## src/rtl/vedic_mac_pkg.sv

```systemverilog
// Shared types and default widths for the Vedic multiply-accumulate slice.
package vedic_mac_pkg;

  // Default datapath widths
  localparam int unsigned PROD_W = 16;
  localparam int unsigned ACC_W  = 18;
  localparam int unsigned CNT_W  = 4;

  // Accumulator control states
  typedef enum logic [1:0] {
    IDLE  = 2'd0,
    ACCUM = 2'd1,
    HOLD  = 2'd2
  } state_t;

endpackage : vedic_mac_pkg

```

## src/rtl/vedic_mac_accum_if.sv

```systemverilog
// Control, product-input and result-output bundle of the MAC accumulator.
interface vedic_mac_accum_if #(
  parameter int unsigned PROD_W = vedic_mac_pkg::PROD_W,
  parameter int unsigned ACC_W  = vedic_mac_pkg::ACC_W,
  parameter int unsigned CNT_W  = vedic_mac_pkg::CNT_W
) ();

  // Run control
  logic              start;
  logic [CNT_W-1:0]  n_terms;
  logic              busy;

  // Product stream from the multiplier
  logic              prod_valid;
  logic [PROD_W-1:0] prod;
  logic              prod_ready;

  // Result towards the consumer
  logic [ACC_W-1:0]  acc_out;
  logic              acc_valid;
  logic              acc_ready;
  logic              ovf;

  // Driver of commands/products and sink of results
  modport master (
    output start, n_terms, prod_valid, prod, acc_ready,
    input  busy, prod_ready, acc_out, acc_valid, ovf
  );

  // The accumulator itself
  modport slave (
    input  start, n_terms, prod_valid, prod, acc_ready,
    output busy, prod_ready, acc_out, acc_valid, ovf
  );

endinterface : vedic_mac_accum_if

```

## src/rtl/vedic_sat_add.sv

```systemverilog
// Combinational saturating adder: ACC_W accumulator plus zero-extended product.
module vedic_sat_add #(
  parameter int unsigned ACC_W  = vedic_mac_pkg::ACC_W,
  parameter int unsigned PROD_W = vedic_mac_pkg::PROD_W
) (
  input  logic [ACC_W-1:0]  a,
  input  logic [PROD_W-1:0] b,
  output logic [ACC_W-1:0]  sum,
  output logic              sat_flag
);

  localparam int unsigned WIDE_W = ACC_W + 1;

  logic [WIDE_W-1:0] wide_sum;

  // One extra bit catches the carry-out; on carry the result pins to all ones
  always_comb begin
    wide_sum = WIDE_W'(a) + WIDE_W'(b);
    sat_flag = wide_sum[ACC_W];
    sum      = sat_flag ? {ACC_W{1'b1}} : wide_sum[ACC_W-1:0];
  end

endmodule : vedic_sat_add

```

## src/rtl/vedic_mac_accum.sv

```systemverilog
// Accumulates a programmed number of unsigned products into a saturating sum
// and holds the result until the consumer accepts it.
module vedic_mac_accum #(
  parameter int unsigned PROD_W = vedic_mac_pkg::PROD_W,
  parameter int unsigned ACC_W  = vedic_mac_pkg::ACC_W,
  parameter int unsigned CNT_W  = vedic_mac_pkg::CNT_W
) (
  input logic               clk,
  input logic               rst_n,
  vedic_mac_accum_if.slave  bus
);

  import vedic_mac_pkg::*;

  state_t             state_q, state_nxt;
  logic [ACC_W-1:0]   acc_q, acc_nxt;
  logic               ovf_q, ovf_nxt;
  logic [CNT_W-1:0]   count_q, count_nxt;

  // Handshake/status flops are loaded from the next state so they line up
  // exactly with the state they describe, without any input-to-output path.
  logic               prod_ready_q;
  logic               acc_valid_q;
  logic               busy_q;

  logic [ACC_W-1:0]   add_sum;
  logic               add_sat;
  logic               xfer;

  // Saturating add of the incoming product onto the running sum
  vedic_sat_add #(
    .ACC_W  (ACC_W),
    .PROD_W (PROD_W)
  ) u_sat_add (
    .a        (acc_q),
    .b        (bus.prod),
    .sum      (add_sum),
    .sat_flag (add_sat)
  );

  // A product moves only while accumulating; prod_ready is a pure state decode
  assign xfer = (state_q == ACCUM) && bus.prod_valid;

  // Next-state, accumulator, overflow and term-count logic
  always_comb begin
    state_nxt = state_q;
    acc_nxt   = acc_q;
    ovf_nxt   = ovf_q;
    count_nxt = count_q;

    unique case (state_q)
      IDLE: begin
        if (bus.start) begin
          acc_nxt = '0;
          ovf_nxt = 1'b0;
          if (bus.n_terms != '0) begin
            count_nxt = bus.n_terms;
            state_nxt = ACCUM;
          end else begin
            state_nxt = HOLD;
          end
        end
      end

      ACCUM: begin
        if (xfer) begin
          acc_nxt   = add_sum;
          ovf_nxt   = ovf_q | add_sat;
          count_nxt = count_q - CNT_W'(1);
          if (count_q == CNT_W'(1)) begin
            state_nxt = HOLD;
          end
        end
      end

      HOLD: begin
        if (bus.acc_ready) begin
          state_nxt = IDLE;
        end
      end

      default: begin
        state_nxt = IDLE;
      end
    endcase
  end

  // State, datapath and status registers
  always_ff @(posedge clk or negedge rst_n) begin
    if (!rst_n) begin
      state_q      <= IDLE;
      acc_q        <= '0;
      ovf_q        <= 1'b0;
      count_q      <= '0;
      prod_ready_q <= 1'b0;
      acc_valid_q  <= 1'b0;
      busy_q       <= 1'b0;
    end else begin
      state_q      <= state_nxt;
      acc_q        <= acc_nxt;
      ovf_q        <= ovf_nxt;
      count_q      <= count_nxt;
      prod_ready_q <= (state_nxt == ACCUM);
      acc_valid_q  <= (state_nxt == HOLD);
      busy_q       <= (state_nxt != IDLE);
    end
  end

  assign bus.prod_ready = prod_ready_q;
  assign bus.acc_valid  = acc_valid_q;
  assign bus.busy       = busy_q;
  assign bus.acc_out    = acc_q;
  assign bus.ovf        = ovf_q;

endmodule : vedic_mac_accum

```

## src/flat_wrapper.sv

```systemverilog
// flat-port wrapper written by rule: the top's interface ports become plain ports
module vedic_mac_accum_flat import vedic_mac_pkg::*;
#(
  parameter int unsigned PROD_W = vedic_mac_pkg::PROD_W,
  parameter int unsigned ACC_W  = vedic_mac_pkg::ACC_W,
  parameter int unsigned CNT_W  = vedic_mac_pkg::CNT_W
)
  (clk, rst_n, bus_start, bus_n_terms, bus_prod_valid, bus_prod, bus_acc_ready, bus_busy, bus_prod_ready, bus_acc_out, bus_acc_valid, bus_ovf);
  vedic_mac_accum_if #(.PROD_W(PROD_W), .ACC_W(ACC_W), .CNT_W(CNT_W)) bus_i ();
  input logic clk;
  input logic rst_n;
  input wire logic [$bits(bus_i.start)-1:0] bus_start;
  input wire logic [$bits(bus_i.n_terms)-1:0] bus_n_terms;
  input wire logic [$bits(bus_i.prod_valid)-1:0] bus_prod_valid;
  input wire logic [$bits(bus_i.prod)-1:0] bus_prod;
  input wire logic [$bits(bus_i.acc_ready)-1:0] bus_acc_ready;
  output wire logic [$bits(bus_i.busy)-1:0] bus_busy;
  output wire logic [$bits(bus_i.prod_ready)-1:0] bus_prod_ready;
  output wire logic [$bits(bus_i.acc_out)-1:0] bus_acc_out;
  output wire logic [$bits(bus_i.acc_valid)-1:0] bus_acc_valid;
  output wire logic [$bits(bus_i.ovf)-1:0] bus_ovf;
  assign bus_i.start = bus_start;
  assign bus_i.n_terms = bus_n_terms;
  assign bus_i.prod_valid = bus_prod_valid;
  assign bus_i.prod = bus_prod;
  assign bus_i.acc_ready = bus_acc_ready;
  assign bus_busy = bus_i.busy;
  assign bus_prod_ready = bus_i.prod_ready;
  assign bus_acc_out = bus_i.acc_out;
  assign bus_acc_valid = bus_i.acc_valid;
  assign bus_ovf = bus_i.ovf;
  vedic_mac_accum #(.PROD_W(PROD_W), .ACC_W(ACC_W), .CNT_W(CNT_W)) u_core (.clk(clk), .rst_n(rst_n), .bus(bus_i));
endmodule
```

## config.mk

```make
export PLATFORM = sky130hd
export DESIGN_NAME = vedic_mac_accum_flat
export DESIGN_NICKNAME = d
export VERILOG_FILES = /design/src/rtl/vedic_mac_pkg.sv /design/src/rtl/vedic_mac_accum_if.sv /design/src/rtl/vedic_sat_add.sv /design/src/rtl/vedic_mac_accum.sv /design/src/flat_wrapper.sv
export SDC_FILE = /design/constraint.sdc
export NUM_CORES = 1
export LEC_CHECK = 0
export CORE_MARGIN = 5
export CORE_UTILIZATION = 46
export DETAILED_ROUTE_END_ITERATION = 16
export PLACE_DENSITY_LB_ADDON = 0.1
export SYNTH_ARGS = -nofsm -noshare
export SYNTH_HDL_FRONTEND = slang
export SYNTH_SLANG_ARGS = --single-unit
```

## constraint.sdc

```tcl
create_clock -name clk -period 2.3 [get_ports clk]
set_input_delay 0.46 -clock clk [delete_from_list [all_inputs] [get_ports clk]]
set_output_delay 0.46 -clock clk [all_outputs]
set_load 0.005 [all_outputs]
```

==> results of run 1 <==
-- registers in the layout (all words and copies together) (netlist names) --
| signal | count |
|---|---|
| u_core.bus.acc_out | 18 |
| u_core.count_q | 4 |
| u_core.state_q | 2 |
| u_core.bus.acc_valid | 1 |
| u_core.bus.busy | 1 |
| u_core.bus.ovf | 1 |
| u_core.bus.prod_ready | 1 |
-- power by group through the flow --
stage	sequential (mW)	clock, mW	combinational (mW)
floorplan	0.892	0	1.48
finish	0.947	0.392	3.03
CTS	0.930	0.404	2.86
global route	0.981	0.426	3.33
detailed placement	0.920	0	2.73
global placement	0.917	0	2.68
-- metal layers --
metal	GRT usage, %	wire, µm	up-vias
met3	3.279	291	14
met1	28.24	2728	1078
met4	7.216	141	0
met5	0	0	-
li1	-	-	1084
met2	35.06	3122	55
-- worst max-delay path: stages --
cell,delay (ns)
clkdlybuf4s50_1,0.45
ha_4,0.31
and3_4,0.19
buf_4,0.11
nand4_1,0.19
a211oi_4,0.25
nor3_2,0.08
xnor2_1,0.13
a221o_1,0.29
-- cell type report --
cell class | count | area, µm² | area share [%]
Multi-Input combinational cell | 188 | 1483 | 45.06
Sequential cell | 28 | 700.7 | 21.29
Clock buffer | 3 | 41.29 | 1.255
Tap cell | 52 | 65.06 | 1.977
Inverter | 5 | 18.77 | 0.5703
Clock inverter | 1 | 30.03 | 0.9125
Timing Repair Buffer | 108 | 952.2 | 28.94
-- logic make-up after synthesis --
| group | after synthesis | synth area share (%) |
|---|---|---|
| AOI/OAI and AO/OA | 79 | 26.94 |
| and+or+nand+nor | 78 | 19.61 |
| DFF | 28 | 33.90 |
| adders and majority gates | 19 | 11.86 |
| buffers and inverters | 10 | 2.421 |
| xor gates and xnor gates | 9 | 3.814 |
| muxes | 3 | 1.453 |
-- Yosys cell counts (all sizes together) (3+ instances only) --
cell,instances
a21o,4
a21oi,20
a221o,11
and3,3
buf,3
dfrtp,28
ha,18
inv,5
mux2i,3
nand2,24
nand2b,5
nand3,10
nand4,3
nor2,11
nor3,8
nor3b,4
o21a,3
o21ai,17
o21bai,3
o22ai,4
xnor2,7
-- worst max path at each step --
| stage | from | to | slack, ns | cells past startpoint |
|---|---|---|---|---|
| 3_5_place_dp | bus_prod[0] | u_core.bus.acc_out[14] | -0.50 | 9 |
| 5_1_grt | u_core.bus.acc_out[0] | u_core.bus.acc_out[14] | -0.02 | 8 |
| 4_1_cts | bus_prod[9] | u_core.bus.acc_out[15] | 0.005 | 9 |
| 6_report | bus_prod[11] | u_core.bus.acc_out[15] | 0.01 | 9 |
| 2_1_floorplan | bus_prod[0] | u_core.bus.acc_out[10] | 0.01 | 9 |
| 3_3_place_gp | bus_prod[0] | u_core.bus.acc_out[12] | -0.44 | 9 |
-- through the flow --
stage                     std cells  hold slack (ns)  setup slack [ns]
final                           385           0.5483           0.01496
after floorplan                 226           0.1644           0.01309
after global placement          372           0.5156           -0.4379
after global routing            385           0.5892          -0.02347
after CTS                       381           0.5504          0.004912
after detailed placement        372           0.5191           -0.5014
-- what timing repair did --
item,CTS,global route
hold buffers,0,0
pin swaps,9,12
buffers inserted,5,4
resized for setup,16,22
setup endpoints to repair,19,19
==> results.json, run 1 <==
{
  "clockBufferDepth": 2,
  "ys_seq_elements": 28,
  "cts_tree": "done",
  "cts-buffers-inserted": 3,
  "ant_nets": 0,
  "die_y_um": 77.04,
  "final_area_um2": 3291,
  "path_max_fanout": 5,
  "final_core_util_pct": 75.57,
  "routabilityCongestion": 0.8602,
  "die_w_um": 77.04,
  "drv_cap": 0,
  "r2r_start": "u_core.bus.acc_out[0]",
  "io_buffers": 46,
  "antenna_found_initial": 0,
  "finalWirelength_um": 6283,
  "drive_gt1_share_pct": 28.83,
  "crit_arrival_ns": 2.45,
  "power_frac_seq_pct": 21.7,
  "cellPowerDensity_nw_per_um2": 1328,
  "num_rows": 24,
  "yosysSeqAreaShare_pct": 33.90,
  "r2r_end": "u_core.bus.acc_out[12]",
  "wl_per_cell_um": 16.32,
  "tightestPinTransition_ns": 0.6423,
  "nets": 378,
  "swShare_pct": 39.58,
  "fill_cells": 331,
  "clockPowerShare_pct": 9.0,
  "finalCritPeriodShare_pct": 99.35,
  "via_per_inst": 5.795,
  "switchingPower_mw": 1.730,
  "status": "finished clean",
  "ys_warn_count": 0,
  "p_int_mw": 2.641,
  "syn_to_final_growth_pct": 59.20,
  "post-route-drc-count": 0,
  "final_common_cell": "buf_4",
  "clock_skew_ns": 0.002166,
  "synth_top_area_share_pct": 33.90,
  "hold_class": "primary input to async pin",
  "dr.pass1.iters": 4,
  "fmax_mhz": 437.6,
  "core-area_um2": 4354,
  "max-vdd-ir-drop_mv": 0.7153,
  "grt_pass1_wl_um": 10430,
  "synth_nets": 270,
  "grt_max_degree": 29,
  "post-route-min-period_ns": 2.285,
  "critPathKind": "primary input to flop",
  "required_ns": 2.47,
  "h-tree-depth": 1,
  "rsz0062_at_grt": "true",
  "clk_pin_slew_ns": 0.10,
  "grt.total_usage_pct": 21.23,
  "synth_edf_count": 0,
  "num_antenna_cells": 0,
  "boundaryPins": 47,
  "start_util_pct": 47.47,
  "drt_iter0_markers": 69,
  "cts_root_buffer": "clkbuf_8",
  "dpl-instance-area_um2": 2972,
  "dieArea_um2": 5934,
  "async_reset_ff_share_pct": 100.0,
  "p_leak_nw": 1.487,
  "synth_area_um2": 2067,
  "synthFlopType": "dfrtp_1",
  "worst_setup_path_start_kind": "primary input",
  "combPwrFrac_pct": 69.4,
  "grt-ovfl-total": 0,
  "rrSetupSlack_ns": 0.07,
  "slew_headroom_pct": 57.02,
  "yosysTopAreaCell": "dfrtp_1",
  "finalSetupTns_ns": 0,
  "p_total_mw": 4.371,
  "num_vias": 2231,
  "slew_viol_final": 0,
  "final_cell_mix": "buf_4, clkdlybuf4s50_1, dfrtp_1",
  "insertion_delay_ns": 0.27,
  "hold_viol_final": 0,
  "synth_area_leaders": "dfrtp_1, ha_1, a221o_1",
  "grt_pass1_vias": 2227,
  "reg2reg_depth": 9,
  "endpoint_kind": "flop",
  "postSynthCellCount": 226,
  "setup_viol": 0,
  "syn_avg_cell_area_um2": 9.146,
  "synth.distinct_cells": 52,
  "clkSinkCount": 28,
  "hpwl_um": 4697
}
(Power assumes the default switching activity.)
==> run 2: changes to the inputs <==
--- a/config.mk
+++ b/config.mk
@@ -9,6 +9,7 @@
 export CORE_UTILIZATION = 46
 export DETAILED_ROUTE_END_ITERATION = 16
 export PLACE_DENSITY_LB_ADDON = 0.1
+export SKIP_LAST_GASP = 1
 export SYNTH_ARGS = -nofsm -noshare
 export SYNTH_HDL_FRONTEND = slang
 export SYNTH_SLANG_ARGS = --single-unit
==> results of run 2 <==
Same layout as run 1: the final DEF is identical, and so are final timing and power.
==> run 3: changes to the inputs <==
--- a/config.mk
+++ b/config.mk
@@ -7,8 +7,10 @@
 export LEC_CHECK = 0
 export CORE_MARGIN = 5
 export CORE_UTILIZATION = 46
+export CTS_CLUSTER_SIZE = 20
 export DETAILED_ROUTE_END_ITERATION = 16
-export PLACE_DENSITY_LB_ADDON = 0.1
+export HOLD_SLACK_MARGIN = 0.15
+export PLACE_DENSITY = 0.8
 export SKIP_LAST_GASP = 1
 export SYNTH_ARGS = -nofsm -noshare
 export SYNTH_HDL_FRONTEND = slang
==> run 3 against run 2 <==
Count of clock-buffer cells in the layout increased by 1; the run now ends with negative setup slack left; sequential cell count unchanged; non-clock buffer count increased by 4; fmax decreased by 3.0%; critical endpoint is now u_core.bus.acc_out[17].
==> results.json, run 3 (synthesis gave the netlist of run 1 again) <==
{
  "slew_headroom_pct": 15.33,
  "rsz0062_at_grt": "true",
  "startpoint": "bus_prod[10]",
  "insertion_delay_ns": 0.29,
  "boundaryPins": 47,
  "cellPowerDensity_nw_per_um2": 1340,
  "tightestPinTransition_ns": 1.265,
  "grt_pass1_wl_um": 10550,
  "fmax_mhz": 424.5,
  "path_buf_inv": 2,
  "cts-buffers-inserted": 3,
  "nets": 382,
  "worst_setup_path_start_kind": "primary input",
  "grt_pass1_vias": 2354,
  "p_leak_nw": 1.508,
  "final_core_util_pct": 75.75,
  "placed_cells": 371,
  "post-route-drc-count": 0,
  "hold_class": "flop to flop",
  "wl_per_cell_um": 18.18,
  "grt.total_usage_pct": 21.22,
  "critPathKind": "primary input to flop",
  "finalCritPeriodShare_pct": 102.4,
  "min-delay-start": "u_core.bus.ovf",
  "num_vias": 2358,
  "dieArea_um2": 5934,
  "setup_ws_ns": -0.05556,
  "setup_viol": 2,
  "path_max_fanout": 5,
  "dpl-instance-area_um2": 2952,
  "drive_gt1_share_pct": 30.86,
  "largest_register_ffs": 18,
  "crit_arrival_ns": 2.52,
  "path_cells": "clkdlybuf4s50_1, ha_4, buf_4, a211o_1, a21oi_2, nor2b_1, o21bai_1, a31oi_1, a211o_1",
  "grt_max_degree": 29,
  "violations": "negative setup slack",
  "finalWirelength_um": 7071,
  "slew_viol_final": 0,
  "syn_to_final_growth_pct": 59.56,
  "final_common_cell": "buf_4",
  "io_buffers": 46,
  "cts_root_buffer": "clkbuf_8",
  "critPathSlowestCell": "clkdlybuf4s50_1",
  "crit_cells": 9,
  "dr.pass1.iters": 7,
  "ant_nets": 0,
  "h-tree-depth": 1,
  "clk_pin_slew_ns": 0.09,
  "drv_cap": 0,
  "die_w_um": 77.04,
  "clock_skew_ns": 0.01509,
  "cpMostUsedCell": "a211o_1",
  "final_area_um2": 3298,
  "r2r_start": "u_core.bus.acc_out[0]",
  "crit_family": "compound AO/OA/AOI/OAI gates",
  "slowest_delay_ns": 0.51,
  "via_per_inst": 6.062,
  "grt-ovfl-total": 0,
  "clockBufferDepth": 2,
  "final_cell_mix": "buf_4, clkdlybuf4s50_1, dfrtp_1",
  "endpoint_kind": "flop",
  "p_total_mw": 4.418,
  "status": "finished with violations",
  "drt_iter0_markers": 176,
  "hold_path_depth": 2,
  "cts_tree": "done",
  "antenna_found_initial": 0,
  "start_util_pct": 47.47,
  "max-vdd-ir-drop_mv": 0.6312,
  "pre_cts_slack_ns": -0.4690,
  "clkSinkCount": 28,
  "num_rows": 24,
  "core-area_um2": 4354,
  "die_y_um": 77.04,
  "post-route-min-period_ns": 2.356,
  "hold_viol_final": 0,
  "routabilityCongestion": 0.8828,
  "stdcell_count": 389,
  "num_antenna_cells": 0,
  "hpwl_um": 4644,
  "reg2reg_depth": 9,
  "required_ns": 2.47
}
run 3: changes by cell type in the layout (fill, tap and decap cells not counted), moves of 2 or more:
cell / change
o21bai_2: -2
a211oi_4: -2
o21ai_2: +2
o21ai_1: -3
buf_4: +5
a211oi_2: +2
a21oi_1: -3
a21oi_2: +2
o21bai_1: +2
run 3: path summary, 6_finish.rpt:
check,to,slack (ns)
worst max-delay path,u_core.bus.acc_out[17],-0.06
worst min-delay path,u_core.bus.ovf,0.53
worst max register to register,u_core.bus.acc_out[3],0
worst min register to register,u_core.bus.ovf,0.53
max in group asynchronous,u_core.bus.acc_out[16],1.46
min in group asynchronous,u_core.bus.acc_out[3],0.56
run 3: per-stage QoR:
stage            TNS, ns  hold WS, ns
6_report        -0.05696       0.5337
3_5_place_dp      -7.679       0.5131
5_1_grt          -0.5825       0.5557
3_3_place_gp      -6.301       0.5016
4_1_cts        -0.003637       0.5388
2_1_floorplan          0       0.1644
run 3: repair_timing:
action,4_1_cts,5_1_grt
setup endpoints to repair,19,19
hold buffers,0,0
pin swaps,8,12
buffers inserted,8,6
resized for setup,13,25
run 3: area by class of cell:
| type | count | area (µm²) |
|---|---|---|
| clock buffers | 4 | 55.05 |
| flip-flops and latches | 28 | 700.7 |
| repair buffers | 112 | 969.7 |
| multi-input cells | 188 | 1489 |
| fillers | 292 | 1056 |
| well taps | 52 | 65.06 |
| inverters | 5 | 18.77 |
run 3: where the power goes:
group          switching (mW)  internal [mW]  leakage, nW
Combinational            1.44           1.72         1.13
Sequential              0.227          0.712        0.348
Clock                   0.165          0.154       0.0288
run 3: worst register-to-register path: stages (launching register included):
cell and delay, ns:
dfrtp_1 0.42, ha_2 0.20, fa_2 0.36, a211oi_2 0.23, o211ai_1 0.13, nand2_1 0.15
o21ai_2 0.10, nor3b_4 0.16, buf_6 0.15, a221o_1 0.29
run 3: layer usage:
layer | wire length [µm] | GRT usage [%] | up-vias
met1 | 2798 | 23.79 | 1150
met5 | 0 | 0 | -
met4 | 248 | 9.107 | 0
met3 | 440 | 4.333 | 20
li1 | - | - | 1087
met2 | 3582 | 38.46 | 101
